### config.mk
export PLATFORM = sky130hd
export DESIGN_NAME = idct8_rows
export DESIGN_NICKNAME = d
export VERILOG_FILES = /design/src/rtl/idct8_rows.sv
export SDC_FILE = /design/constraint.sdc
export NUM_CORES = 2
export LEC_CHECK = 0
export ABC_AREA = 1
export BUFFER_PORTS_ARGS = -buffer_cell sky130_fd_sc_hd__buf_2
export CAP_MARGIN = 20
export CORE_ASPECT_RATIO = 1.75
export CORE_MARGIN = 3
export CORE_UTILIZATION = 30
export CTS_CLUSTER_DIAMETER = 50
export DETAILED_ROUTE_END_ITERATION = 7
export PLACE_DENSITY_LB_ADDON = 0.2
export SLEW_MARGIN = 20
export SYNTH_ARGS = -nofsm -noshare
export SYNTH_HDL_FRONTEND = slang
export SYNTH_SLANG_ARGS = --single-unit
### constraint.sdc
create_clock -name clk -period 13.1 [get_ports clk]
set_input_delay 1.31 -clock clk [delete_from_list [all_inputs] [get_ports clk]]
set_output_delay 1.31 -clock clk [all_outputs]
set_load 0.005 [all_outputs]
### src/rtl/idct8_rows.sv
`default_nettype none
// +--------------------------------------------------------------------------+
// | idct8_rows : sequenced 8-point inverse DCT, one output pair per cycle    |
// | Rev 1.0                                                                  |
// +--------------------------------------------------------------------------+
module idct8_rows #(
  parameter int DW    = 24,
  parameter int ACC_W = 36
) (
  input  logic          clk,
  input  logic          rst,
  input  logic          start,
  input  logic [DW-1:0] y0,
  input  logic [DW-1:0] y1,
  input  logic [DW-1:0] y2,
  input  logic [DW-1:0] y3,
  input  logic [DW-1:0] y4,
  input  logic [DW-1:0] y5,
  input  logic [DW-1:0] y6,
  input  logic [DW-1:0] y7,
  output logic [DW-1:0] x0,
  output logic [DW-1:0] x1,
  output logic [DW-1:0] x2,
  output logic [DW-1:0] x3,
  output logic [DW-1:0] x4,
  output logic [DW-1:0] x5,
  output logic [DW-1:0] x6,
  output logic [DW-1:0] x7,
  output logic          busy,
  output logic          done,
  output logic          ovf
);

  typedef enum logic [1:0] {
    S_IDLE = 2'd0,
    S_RUN  = 2'd1,
    S_FIN  = 2'd2
  } state_t;

  localparam logic signed [ACC_W-1:0] c_RND  = ACC_W'(128);
  localparam logic signed [ACC_W-1:0] c_SMAX = {{(ACC_W-DW+1){1'b0}}, {(DW-1){1'b1}}};
  localparam logic signed [ACC_W-1:0] c_SMIN = {{(ACC_W-DW+1){1'b1}}, {(DW-1){1'b0}}};

  state_t                   r_state, w_state_nxt;
  logic [1:0]               r_cnt;
  logic [DW-1:0]            r_y [8];
  logic [DW-1:0]            r_x [8];
  logic signed [ACC_W-1:0]  r_e, r_o;
  logic signed [8:0]        w_ce [4];
  logic signed [8:0]        w_co [4];
  logic signed [ACC_W-1:0]  w_pe [4];
  logic signed [ACC_W-1:0]  w_po [4];
  logic signed [ACC_W-1:0]  w_esum, w_osum, w_sum, w_dif;
  logic [DW:0]              w_lo, w_hi;
  logic [2:0]               w_pn;
  logic                     w_accept, w_wr;

  // Round half-up, then clamp; MSB of the result flags a clamp.
  function automatic logic [DW:0] rnd_sat(input logic signed [ACC_W-1:0] s);
    logic signed [ACC_W-1:0] r;
    r = (s + c_RND) >>> 8;
    if (r > c_SMAX)      rnd_sat = {1'b1, c_SMAX[DW-1:0]};
    else if (r < c_SMIN) rnd_sat = {1'b1, c_SMIN[DW-1:0]};
    else                 rnd_sat = {1'b0, r[DW-1:0]};
  endfunction

  assign w_accept = (r_state == S_IDLE) && start;
  assign w_wr     = ((r_state == S_RUN) && (r_cnt != 2'd0)) || (r_state == S_FIN);
  // Pair n is written one edge after it was computed; the partner index 7-n is ~n.
  assign w_pn     = (r_state == S_FIN) ? 3'd3 : {1'b0, r_cnt - 2'd1};

  // Cosine sign/magnitude pattern for output pair cnt.
  always_comb begin
    w_ce = '{9'sd91, 9'sd118, 9'sd91, 9'sd49};
    w_co = '{9'sd126, 9'sd106, 9'sd71, 9'sd25};
    case (r_cnt)
      2'd1: begin
        w_ce = '{9'sd91, 9'sd49, -9'sd91, -9'sd118};
        w_co = '{9'sd106, -9'sd25, -9'sd126, -9'sd71};
      end
      2'd2: begin
        w_ce = '{9'sd91, -9'sd49, -9'sd91, 9'sd118};
        w_co = '{9'sd71, -9'sd126, 9'sd25, 9'sd106};
      end
      2'd3: begin
        w_ce = '{9'sd91, -9'sd118, 9'sd91, -9'sd49};
        w_co = '{9'sd25, -9'sd71, 9'sd106, -9'sd126};
      end
      default: ;
    endcase
  end

  for (genvar i = 0; i < 4; i++) begin : g_mac
    logic signed [ACC_W-1:0] w_ye, w_yo, w_ke, w_ko;
    assign w_ye    = {{(ACC_W-DW){r_y[2*i][DW-1]}}, r_y[2*i]};
    assign w_yo    = {{(ACC_W-DW){r_y[2*i+1][DW-1]}}, r_y[2*i+1]};
    assign w_ke    = {{(ACC_W-9){w_ce[i][8]}}, w_ce[i]};
    assign w_ko    = {{(ACC_W-9){w_co[i][8]}}, w_co[i]};
    assign w_pe[i] = w_ye * w_ke;
    assign w_po[i] = w_yo * w_ko;
  end

  assign w_esum = w_pe[0] + w_pe[1] + w_pe[2] + w_pe[3];
  assign w_osum = w_po[0] + w_po[1] + w_po[2] + w_po[3];
  assign w_sum  = r_e + r_o;
  assign w_dif  = r_e - r_o;
  assign w_lo   = rnd_sat(w_sum);
  assign w_hi   = rnd_sat(w_dif);

  always_ff @(posedge clk or posedge rst) begin
    if (rst) r_state <= S_IDLE;
    else     r_state <= w_state_nxt;
  end

  always_comb begin
    w_state_nxt = r_state;
    case (r_state)
      S_IDLE:  if (start) w_state_nxt = S_RUN;
      S_RUN:   if (r_cnt == 2'd3) w_state_nxt = S_FIN;
      S_FIN:   w_state_nxt = S_IDLE;
      default: w_state_nxt = S_IDLE;
    endcase
  end

  always_ff @(posedge clk or posedge rst) begin
    if (rst) begin
      r_cnt <= 2'd0;
      r_e   <= '0;
      r_o   <= '0;
      busy  <= 1'b0;
      done  <= 1'b0;
      ovf   <= 1'b0;
      for (int i = 0; i < 8; i++) begin
        r_y[i] <= '0;
        r_x[i] <= '0;
      end
    end else begin
      done <= (r_state == S_FIN);
      if (w_accept) begin
        r_y[0] <= y0; r_y[1] <= y1; r_y[2] <= y2; r_y[3] <= y3;
        r_y[4] <= y4; r_y[5] <= y5; r_y[6] <= y6; r_y[7] <= y7;
        busy   <= 1'b1;
        ovf    <= 1'b0;
        r_cnt  <= 2'd0;
      end
      if (r_state == S_RUN) begin
        r_e   <= w_esum;
        r_o   <= w_osum;
        r_cnt <= r_cnt + 2'd1;
      end
      if (w_wr) begin
        r_x[w_pn]  <= w_lo[DW-1:0];
        r_x[~w_pn] <= w_hi[DW-1:0];
        if (w_lo[DW] || w_hi[DW]) ovf <= 1'b1;
      end
      if (r_state == S_FIN) busy <= 1'b0;
    end
  end

  assign x0 = r_x[0];
  assign x1 = r_x[1];
  assign x2 = r_x[2];
  assign x3 = r_x[3];
  assign x4 = r_x[4];
  assign x5 = r_x[5];
  assign x6 = r_x[6];
  assign x7 = r_x[7];

endmodule
`default_nettype wire

Word level (Yosys, flattened, before mapping)
Index checks and enable logic that the tools add are counted.
{"block": "word_totals", "ff_bits": 463, "output_inout_bits": 195, "in_bits": 195, "elab_cells": 95}
{"block": "classes", "multipliers": 8, "n_reduce_logical": 11, "magnitude_cmp": 8, "addsub": 12, "n_eq_ne": 7, "bitwise_logic": 3, "muxes": 23}
{"operator": "bitwise mux 192 bit", "n": 2}
{"operator": "multiplier 24 x 9 -> 33 bit", "n": 6}
{"operator": "demux 24 bit (select 3 bit)", "n": 2}
{"operator": "case mux 34 bit (3 select lines)", "n": 1}
{"operator": "two-way mux 25 bit", "n": 4}
{"operator": "case mux 27 bit (3 select lines)", "n": 1}
{"operator": "adder 35 x 33 -> 36 bit", "n": 2}
{"operator": "adder 36 x 9 -> 36 bit (second input constant)", "n": 2}
{"operator": "adder 34 x 33 -> 35 bit", "n": 2}
{"operator": "adder 32 x 33 -> 34 bit", "n": 2}
{"operator": "> comparator 28 x 24 -> 1 bit (second input constant)", "n": 2}
{"operator": "less-than comparator 28 x 24 -> 1 bit (second input constant)", "n": 2}
{"operator": "two-way mux 24 bit", "n": 2}
{"operator": "adder 36 bit", "n": 1}
{"operator": "subtractor 36 bit", "n": 1}
{"operator": "multiplier 24 x 8 -> 32 bit", "n": 1}
{"operator": "multiplier 24 x 8 -> 32 bit (second input constant)", "n": 1}
{"operator": "two-way mux 2 bit", "n": 5}
{"operator": "greater-or-equal comparator 4 bit (second input constant)", "n": 2}
{"operator": "less-than comparator 4 x 1 -> 1 bit (second input constant)", "n": 2}
{"operator": "equality test 2 bit (second input constant)", "n": 3}
{"operator": "nonzero test 2 bit", "n": 3}
{"operator": "two-way mux 1 bit", "n": 5}
{"operator": "equality test 2 x 1 -> 1 bit (second input constant)", "n": 2}
{"operator": "other kinds (12)", "n": 16}

Logic depth before layout (Yosys ltp)
{"block": "depth", "depth_word": 9, "depth_mapped": 40, "depth_no_buf": 38}

Worst setup path before layout
Ideal clock, no wire load.
{"block": "synth_path", "path_type": "reg2reg", "from": "reg r_cnt[0]", "to": "reg r_o[29]", "arrival_ps": 7474, "stages_incl_launch_ff": 32, "t_required_ps": 12970, "path_slack_ps": 5496, "setup_time_ps": 130, "path_buffers": 2, "path_cell_list": "dfrtp_1 -> inv_1 -> ha_1 -> clkinv_1 -> a21oi_1 -> clkbuf_1 -> clkbuf_1 -> nand2_1 -> fa_1 -> inv_1 -> fa_1 -> inv_1 -> fa_1 -> fa_1 -> fa_1 -> inv_1 -> fa_1 -> fa_1 -> inv_1 -> fa_1 -> inv_1 -> ha_1 -> a21oi_1 -> inv_1 -> a21oi_1 -> o21ai_0 -> inv_1 -> nand3_1 -> a21o_1 -> or2_2 -> nand3_1 -> o21ai_0"}
{"block": "synth_between", "elab_chain_len": 6, "elab_cells_between_ends": 11, "cone_classes": "3 x add/sub; 4 x mul; 3 x eq/ne; 1 x mux"}
{"item": "start: declaration", "line": "45", "text": "logic [1:0] r_cnt;"}
{"item": "start signal: assignment", "line": "149", "text": "r_cnt <= r_cnt + 2'd1;"}
{"item": "equality test 2 bit or equality test 2 x 1 -> 1 bit (tied branches)", "line": "76", "text": "case (r_cnt)"}
{"item": "case mux 34 bit (3 select lines) (*)", "line": "76"}
{"item": "multiplier 24 x 8 -> 32 bit or multiplier 24 x 9 -> 33 bit (tied branches)", "line": "100", "text": "assign w_po[i] = w_yo * w_ko;"}
{"item": "adder 32 x 33 -> 34 bit", "line": "104", "text": "assign w_osum = w_po[0] + w_po[1] + w_po[2] + w_po[3];"}
{"item": "adder 34 x 33 -> 35 bit", "line": "104"}
{"item": "adder 35 x 33 -> 36 bit (*)", "line": "104"}
{"item": "end signal: assignment", "line": "148", "text": "r_o <= w_osum;"}
{"item": "end: declaration", "line": "48", "text": "logic signed [ACC_W-1:0] r_e, r_o;"}
Every way passes the cells marked *; elsewhere a longest branch is shown, timed or not.
A chain may end at the register's enable or synchronous reset.

Worst setup path after layout
{"block": "layout_path", "from": "reg r_cnt[0]", "to": "reg r_e[23]"}
{"block": "layout_between", "elab_chain_len": 6, "elab_cells_between_ends": 10, "cone_classes": "3 x add/sub; 3 x mul; 3 x eq/ne; 1 x mux"}
{"item": "equality test 2 bit or equality test 2 x 1 -> 1 bit (tied branches)", "line": "76"}
{"item": "case mux 27 bit (3 select lines) (*)", "line": "76"}
{"item": "multiplier 24 x 9 -> 33 bit", "line": "99", "text": "assign w_pe[i] = w_ye * w_ke;"}
{"item": "adder 32 x 33 -> 34 bit", "line": "103", "text": "assign w_esum = w_pe[0] + w_pe[1] + w_pe[2] + w_pe[3];"}
{"item": "adder 34 x 33 -> 35 bit", "line": "103"}
{"item": "adder 35 x 33 -> 36 bit (*)", "line": "103"}
{"item": "end signal: assignment", "line": "147", "text": "r_e <= w_esum;"}
{"item": "end: declaration", "line": "48"}
Marks and branches as above.

==> impl_metrics.toml <==
[worst_setup_path]
crit_family = "adder cells"
crit_fanout = 56
worstSetupStartpointType = "register"
cp_num_cells = 28
crit_arrival_ps = 10640
reg2regPathDepth = 28
cp_slowest_cell = "buf_4"
path_class = "reg -> reg"
critPathCaptureType = "register"
worstPathRequired_ps = 13640
path_common_cell = "fa_1"
rrSetupSlack_ps = 3010
cp_num_buf_inv = 8
max_stage_delay_ps = 660

[min_path]
holdPathStages = 2
hp-class = "reg -> reg"

[sta]
timing.final.max_slew_violations = 0
finalCritPeriodShare_pct = 77.06
finalSetupViolations = 0
fin_skew_ps = 41.14
rsz0062_at_grt = "false"
layout_setup_ws_ps = 3006
min_period_ps = 10090
relSlewSlack_pct = 21.75
tightest_slew_ps = 1174
fmax_mhz = 99.06
setup_tns_ps = 0
hold_viol_final = 0

[clocking]
cts_root_buf = "clkbuf_16"
cts.repair.resized = 0
clock_latency_ps = 700
cts_made_buffers = 77
clkTransAtPathRegs_ps = 60
clock_path_buffers = 3
postCtsHoldBufs = 0
cts.sinks = 463
cts_setup_buffers = 0
cts_max_level = 3
cts_tree = "done"

[synth]
synthDominantAreaCellType = "fa_1"
syn_avg_cell_area_um2 = 8.822
synth-simple-area-share_pct = 14.63
synth_adder_area_share_pct = 51.10
syn_nets = 10910
yosysMostFrequentCell = "inv_1"
synth_top_area_share_pct = 42.48
synth_ff_type = "dfrtp_1"
synth_area_leaders = "fa_1 (42%), dfrtp_1 (15%), inv_1 (11%)"
synth-compound-area-share_pct = 4.174
synth_common_cells = "inv_1 (2,303), fa_1 (1,608), nand2_1 (1,525)"
synth-seq-cells = 463
synth_xor_area_share_pct = 1.179
synthMuxAreaShare_pct = 0.7134
synth_warnings = 0
yosys.cell_types.count = 56
synth_top_family_by_area = "adder cells"
synth.yosys.seq_area_share_pct = 15.29
netlist_area_um2 = 75770
synth_edf_count = 0
async_reset_ff_share_pct = 100.0
syn_inst = 8589

[place]
place.gp.congestion = 0.9039
io_buffers = 389
dp_hpwl_um = 220900
pre_cts_ws_ps = 2978

[global_routing]
grt_pass1_vias = 62260
grt_usage_pct = 20.32
antenna_found_initial = 15
grt_max_degree = 135
gr-total-overflow = 0
grt_pass1_wl_um = 390100

[final_layout]
fill_cells = 26470
num-nets-final = 11190
regArea_um2 = 11590
syn2layout_area_growth_pct = 10.75
utilization_pct = 33.46
multi_input_area_um2 = 54490
drive_gt1_share_pct = 9.587

[route]
drt_wl_total_um = 257700
vias_per_cell = 4.525
num_vias = 55400
wire_per_inst_um = 21.05
drc = 0
drt-initial-drc-count = 2754
drtPass1Iterations = 6
final_antenna_net_count = 0

[floorplan]
dieHeight_um = 670.8
floorplan.initialDensity_pct = 30.21
rows = 243
die_w_um = 385.9
fp.dieArea_um2 = 258900
io_pins = 390
core_area_um2 = 250800

[run]
drv_cap = 0

[status]
status = "finished, final reports clean"
## cell type report
class / instances / share of cell area [%]
antenna: 6 / 0.01789
clock buffer: 98 / 2.547
inverter: 2316 / 10.37
tap: 3307 / 4.931
clock inverter: 43 / 0.5382
multi-input combinational: 5565 / 64.94
timing repair buffer: 444 / 2.857
sequential: 463 / 13.81
## cell families (layout without fill, tap and decap cells)
logic type / after synthesis / count (layout)
other: 0 / 6
buffers and inverters: 2561 / 2901
AO/OA/AOI/OAI: 570 / 570
flip-flops: 463 / 463
adder cells (fa/ha/maj): 2130 / 2130
AND/OR/NAND/NOR: 2715 / 2715
XOR/XNOR: 102 / 102
multiplexers: 48 / 48
## metal layers
| metal | GRT usage, % | wire length (um) | part of all wire [%] | vias up |
|---|---|---|---|---|
| met5 | 0 | 43 | 0.017 | - |
| met4 | 9.359 | 14120 | 5.5 | 8 |
| met3 | 1.986 | 9519 | 3.7 | 404 |
| met2 | 38.46 | 140800 | 55 | 1258 |
| met1 | 22.51 | 93180 | 36 | 28290 |
| li1 | - | - | - | 25440 |
## tightest hold or removal path, cell delays in order (launching register included)
cell and delay [ps]:
dfrtp_1 340, nand2_1 50, nand2_1 50
## through the flow
step	cell area (um2)	std cells	hold WS, ps
floorplan	75780	8589	434.7
global placement	81320	12100	456.7
detailed placement	81320	12100	460.1
CTS	83910	12240	476.7
global route	83910	12240	486.7
finish	83920	12240	472.1
## state kept, by name (all words and copies together) (netlist names), 2 cells and up
| name | flops |
|---|---|
| x6 | 24 |
| x5 | 24 |
| x7 | 24 |
| g_mac.w_ye | 96 |
| g_mac.w_yo | 96 |
| r_e | 36 |
| r_state | 2 |
| r_cnt | 2 |
| x0 | 24 |
| x4 | 24 |
| x3 | 24 |
| x2 | 24 |
| r_o | 36 |
| x1 | 24 |
## final timing paths
kind                           from               end
min reg2reg                   x0[2]             x0[2]
min in group asynchronous       rst  g_mac[0].w_ye[1]
max in group asynchronous       rst            x0[15]
max                        r_cnt[0]           r_e[23]
max reg2reg                r_cnt[0]           r_e[23]
min                           x0[2]             x0[2]
## cell usage in the layout (no fill, tap or decap), types with 7 or more instances in the layout
cell | Yosys | layout
inv_1 | 2303 | 2298
fa_1 | 1608 | 1608
nand2_1 | 1525 | 1525
nor2_1 | 788 | 783
ha_1 | 522 | 515
dfrtp_1 | 463 | 463
buf_2 | 3 | 389
a21oi_1 | 304 | 303
nand3_1 | 180 | 179
o21ai_0 | 143 | 141
or2_2 | 134 | 134
clkbuf_16 | 0 | 78
xor2_1 | 54 | 54
buf_4 | 14 | 52
xnor2_1 | 48 | 48
mux2_2 | 48 | 48
a31oi_1 | 29 | 29
o21bai_1 | 23 | 23
nand2_4 | 21 | 21
o21ai_2 | 20 | 20
nand2_2 | 14 | 14
nor4_1 | 14 | 14
inv_2 | 6 | 13
inv_6 | 0 | 13
inv_8 | 0 | 12
nor3_1 | 11 | 11
clkbuf_8 | 0 | 11
nand4_1 | 10 | 10
a21o_1 | 10 | 10
clkbuf_1 | 172 | 9
o21ai_1 | 5 | 7
Power is not shown: default switching activity piles up to over one toggle a cycle in this logic, so the estimate is an artifact.
